### config.mk
export PLATFORM = sky130hd
export DESIGN_NAME = fetch_stage
export DESIGN_NICKNAME = d
export VERILOG_FILES = /design/src/rtl/rv_pkg.sv /design/src/rtl/if_id_reg.sv /design/src/rtl/fetch_stage.sv
export SDC_FILE = /design/constraint.sdc
export NUM_CORES = 1
export LEC_CHECK = 0
export BUFFER_PORTS_ARGS = -buffer_cell sky130_fd_sc_hd__buf_2
export CORE_MARGIN = 2
export CORE_UTILIZATION = 50
export DETAILED_ROUTE_END_ITERATION = 8
export GPL_TIMING_DRIVEN = 0
export MAX_ROUTING_LAYER = met4
export PLACE_DENSITY_LB_ADDON = 0.08
export SKIP_LAST_GASP = 1
export SLEW_MARGIN = 20
export SYNTH_ARGS = -nofsm -noshare
export SYNTH_HDL_FRONTEND = slang
export SYNTH_SLANG_ARGS = --single-unit
### constraint.sdc
create_clock -name clk -period 4.2 [get_ports clk]
set_input_delay 0 -clock clk [delete_from_list [all_inputs] [get_ports clk]]
set_output_delay 0 -clock clk [all_outputs]
set_load 0.005 [all_outputs]
### src/rtl/rv_pkg.sv
// Shared RISC-V pipeline definitions: instruction width, NOP encoding, fetch FSM states.
package rv_pkg;

  localparam int          INSTR_WIDTH = 32;
  localparam logic [31:0] NOP_INSTR   = 32'h0000_0013;  // addi x0, x0, 0

  typedef enum logic {
    RUN    = 1'b0,
    HALTED = 1'b1
  } fetch_state_e;

endpackage

### src/rtl/if_id_reg.sv
// Pipeline register holding valid/pc/instr with load, hold and flush.
// Load beats flush; flush clears only valid, so pc/instr keep their last value.
module if_id_reg
  import rv_pkg::*;
#(
  parameter int ADDR_WIDTH = 8
) (
  input  logic                   clk,
  input  logic                   rst,
  input  logic                   load_i,
  input  logic                   flush_i,
  input  logic [ADDR_WIDTH-1:0]  pc_i,
  input  logic [INSTR_WIDTH-1:0] instr_i,
  output logic                   valid_o,
  output logic [ADDR_WIDTH-1:0]  pc_o,
  output logic [INSTR_WIDTH-1:0] instr_o
);

  logic                   valid_q;
  logic [ADDR_WIDTH-1:0]  pc_q;
  logic [INSTR_WIDTH-1:0] instr_q;

  // Load a new entry, drop the current one, or hold.
  always_ff @(posedge clk or posedge rst) begin
    if (rst) begin
      valid_q <= 1'b0;
      pc_q    <= '0;
      instr_q <= NOP_INSTR;
    end else if (load_i) begin
      valid_q <= 1'b1;
      pc_q    <= pc_i;
      instr_q <= instr_i;
    end else if (flush_i) begin
      valid_q <= 1'b0;
    end
  end

  assign valid_o = valid_q;
  assign pc_o    = pc_q;
  assign instr_o = instr_q;

endmodule

### src/rtl/fetch_stage.sv
// Instruction fetch: owns the PC, addresses the combinational imem and fills
// the IF/ID register under decode back-pressure, execute redirects and halt.
module fetch_stage
  import rv_pkg::*;
#(
  parameter int ADDR_WIDTH = 8,
  parameter int RESET_PC   = 0
) (
  input  logic                   clk,
  input  logic                   rst,
  output logic [ADDR_WIDTH-1:0]  imem_addr,
  input  logic [INSTR_WIDTH-1:0] imem_rdata,
  input  logic                   redirect_valid,
  input  logic [ADDR_WIDTH-1:0]  redirect_pc,
  input  logic                   halt_req,
  output logic                   out_valid,
  input  logic                   out_ready,
  output logic [ADDR_WIDTH-1:0]  out_pc,
  output logic [INSTR_WIDTH-1:0] out_instr,
  output logic                   halted,
  output logic [31:0]            fetch_count
);

  localparam logic [ADDR_WIDTH-1:0] RESET_PC_A = ADDR_WIDTH'(RESET_PC) & ~ADDR_WIDTH'(3);

  fetch_state_e          state_q, state_d;
  logic [ADDR_WIDTH-1:0] pc_q, pc_d;
  logic [31:0]           cnt_q, cnt_d;
  logic                  load, flush, slot_free;
  logic [ADDR_WIDTH-1:0] redir_aligned;
  logic                  unused_redir_lsb;

  // Target low bits are dropped so the PC stays word aligned.
  assign redir_aligned    = {redirect_pc[ADDR_WIDTH-1:2], 2'b00};
  assign unused_redir_lsb = ^redirect_pc[1:0];

  assign slot_free = !out_valid || out_ready;

  // State, PC and counter registers.
  always_ff @(posedge clk or posedge rst) begin
    if (rst) begin
      state_q <= RUN;
      pc_q    <= RESET_PC_A;
      cnt_q   <= '0;
    end else begin
      state_q <= state_d;
      pc_q    <= pc_d;
      cnt_q   <= cnt_d;
    end
  end

  // Next-state: redirect > halt > capture > stall. HALTED keeps IF/ID empty.
  always_comb begin
    state_d = state_q;
    pc_d    = pc_q;
    cnt_d   = cnt_q;
    load    = 1'b0;
    flush   = 1'b0;
    case (state_q)
      RUN: begin
        if (redirect_valid) begin
          pc_d  = redir_aligned;
          flush = 1'b1;
        end else if (slot_free && halt_req) begin
          state_d = HALTED;
          flush   = 1'b1;
        end else if (slot_free) begin
          load  = 1'b1;
          pc_d  = pc_q + ADDR_WIDTH'(4);
          cnt_d = cnt_q + 32'd1;
        end
      end
      HALTED: begin
        flush = 1'b1;
        if (redirect_valid) begin
          pc_d    = redir_aligned;
          state_d = RUN;
        end
      end
      default: state_d = RUN;
    endcase
  end

  if_id_reg #(.ADDR_WIDTH(ADDR_WIDTH)) u_if_id (
    .clk     (clk),
    .rst     (rst),
    .load_i  (load),
    .flush_i (flush),
    .pc_i    (pc_q),
    .instr_i (imem_rdata),
    .valid_o (out_valid),
    .pc_o    (out_pc),
    .instr_o (out_instr)
  );

  assign imem_addr   = pc_q;
  assign halted      = (state_q == HALTED);
  assign fetch_count = cnt_q;

endmodule
==> flow_summary.toml <==
[timing]
fin_skew_ns = 0.00905
hold_slack_ns = 0.0301
fmax_ghz = 0.494
slew_headroom = 0.656
drv_slew = 0
fin_crit_ns = 2.03
fin_tns_setup_ns = 0
rsz0062_at_grt = "false"
fin_crit_sh = 0.482
hold_violations = 0
setup_viol = 0
worst_pin_slew_ns = 0.515

[layout]
layout_common_cells = "136 x nand2_1, 120 x buf_2, 75 x dfrtp_1"
finalNetCount = 573
drive_above_1_share = 0.294
layout.cells.non_filler = 609
design_area_mm2 = 0.00477
mostFrequentLayoutCell = "nand2_1"
n_fill_cell = 484
syn_to_final_growth_pct = 42.0

[setup_path]
r2r_start = "u_if_id.valid_o"
start_kind = "register"
crit_end = "imem_addr[6]"
end_kind = "register"
reg2reg_to = "imem_addr[6]"
startpoint = "u_if_id.valid_o"
cp_max_fo = 7
reg2reg_depth = 6
worstSetupPathType = "reg2reg"
rrSetupSlack_ns = 2.17
crit_required_ns = 4.42
cp.arrival_ns = 2.24

[clock_network]
cts_root_buf = "clkbuf_8"
htreeDepth = 3
cts_buffers = 9
hold_buffers = 43
postCtsSetupBuffers = 0
cts-resized-gates = 0
cts.sinks = 78
cts_tree = "done"
clk_path_buf_depth = 2
clkLatencyLatePin_ns = 0.34
clk_pin_slew_worst_paths_ns = 0.07

[synth]
netlist_area_mm2 = 0.00336
netlist_instances = 348
yosysWarnings = 0
synth_top_area_frac = 0.558
avgSynthCellArea_um2 = 9.66
synth_compound_area_frac = 0.0119
yosysUniqueCellTypes = 33
synthXorXnorAreaFrac = 0.0938
ys_ff_latch = 78
synthMuxAreaShare = 0
seq_area_frac_synth = 0.582
synth_adder_area_share = 0.00745
yosysTopAreaCell = "dfrtp_1"
yosys-top-cells-area = "dfrtp_1 56%, nand2_1 15%, xnor2_1 4.7%, xor2_1 4.7%, dfstp_2 2.3%"
synth-simple-area-share = 0.275
synth_top_family_by_area = "simple AND/OR/NAND/NOR gates"

[placed_design]
gp_congestion = 0.780
hpwl_mm = 5.45
portBuffers = 120
placement.cell_area_mm2 = 0.00409
placed_cells = 549

[floorplanning]
core_area_mm2 = 0.00642
num_rows = 29
io_pins = 127
die_y_um = 86.0
dieArea_mm2 = 0.00739
start_util = 0.523
die_w_um = 86.0

[drt]
drt_iter0_markers = 99
dr_wl_met2_mm = 4.20
wl_per_cell_um = 13.7
drc = 0
top_signal_layer_used = "met4"
vias_per_cell = 4.98
dr_wl_met3_um = 494
antenna_left = 0
dr.pass1.iters = 4
routed_wl_mm = 8.33
vias = 3034
met1Wirelength_mm = 3.45

[pwr]
p_total_mw = 1.96
p_seq_frac = 0.481
p_int_mw = 1.44
combPwrFrac = 0.173
ir_worst_vdd_v = 0.000271
switchingPower_uw = 519
netSwitchingFraction = 0.264
power_frac_clock = 0.346
powerDensity_mw_per_mm2 = 411
p_leak_nw = 2.52

[flow_run]
cap_violations = 0

[grt]
grt_usage = 0.251
grt_start_max_net_pins = 43
grt_overflow = 0
grt_pass1_wl_mm = 14.2
grt_pass1_vias = 3093
antenna_found_initial = 0

[min_path]
hp-class = "in2reg"

[run_status]
outcome = "finished, final reports clean"
==> cell type report <==
class	instances	area [um2]	area share
Buffer	15	78.8	0.0165
Tap cell	77	96.3	0.0202
Clock inverter	5	106	0.0223
Antenna cell	1	2.50	0.000524
Timing Repair Buffer	164	1050	0.220
Inverter	5	21.3	0.00446
Multi-Input combinational cell	253	1320	0.276
Clock buffer	11	141	0.0296
Sequential cell	78	1960	0.410
==> kinds of logic (layout without fill, tap and decap cells) <==
kind of cell | after synthesis | after routing
AND/OR/NAND/NOR | 203 | 203
flip-flops | 78 | 78
XOR/XNOR | 36 | 36
buffers and inverters | 20 | 200
AO/OA/AOI/OAI | 8 | 8
adder cells (fa/ha/maj) | 2 | 2
other | 1 | 5
==> worst min-delay path by stage <==
stage	start	to	slack, ns	cells past startpoint
2_1_floorplan	imem_rdata[0]	u_if_id.instr_o[0]	0.08	2
3_3_place_gp	imem_rdata[9]	u_if_id.instr_o[9]	0.19	3
3_5_place_dp	rst	u_if_id.instr_o[20]	0.06	2
4_1_cts	redirect_valid	u_if_id.valid_o	0.02	3
5_1_grt	redirect_valid	u_if_id.valid_o	0.03	3
6_report	redirect_valid	u_if_id.valid_o	0.03	3
==> power groups by stage <==
stage	Combinational (mW)	Sequential, mW	Clock, mW
2_1_floorplan	0.133	0.957	0
3_3_place_gp	0.299	0.952	0
3_5_place_dp	0.310	0.956	0
4_1_cts	0.342	0.944	0.693
5_1_grt	0.386	0.960	0.730
6_report	0.339	0.945	0.680
==> cells in the mapped netlist <==
library cell and count:
xnor2_1 18, nor4_1 3, nor4b_2 1, inv_1 4, nor2_1 17, and3_2 1
xor2_1 18, dfstp_2 3, buf_1 2, nor3_1 2, ha_1 2, nand3_2 1
o21ai_0 4, nand2b_1 1, buf_4 4, clkbuf_1 8, o21ai_1 3, nand3_1 14
nor3_2 5, nand4_4 1, a21oi_1 1, inv_2 1, nor2b_1 1, nand2_1 136
conb_1 1, or3_1 2, nand4_1 12, dfrtp_1 75, and3_1 3, buf_6 1
nor4_2 1, and2_1 1, and4_1 1
==> metrics by stage <==
step	setup slack (ns)	util
3_5_place_dp	2.24	0.637
3_3_place_gp	1.27	0.634
5_1_grt	1.99	0.743
2_1_floorplan	2.21	-
6_report	2.17	0.743
4_1_cts	2.18	0.743
==> flip-flops by register name (all words and copies together) (netlist names) <==
signal	cells
fetch_count	32
u_if_id.instr_o	32
imem_addr	6
u_if_id.pc_o	6
halted	1
u_if_id.valid_o	1
==> metal layers <==
layer,vias up,GRT usage
met2,107,0.407
met3,16,0.0539
met1,1444,0.302
met5,-,-
li1,1467,-
met4,0,0.111
==> worst max-delay path, stage by stage, from the launching register on <==
cell and delay (ns):
dfrtp_1 0.38, nor2b_1 0.16, nor3_2 0.39, nand4_1 0.19, xor2_1 0.18, o21ai_1 0.07, dlygate4sd3_1 0.55
Note: power is estimated with default switching activity, not from simulation.
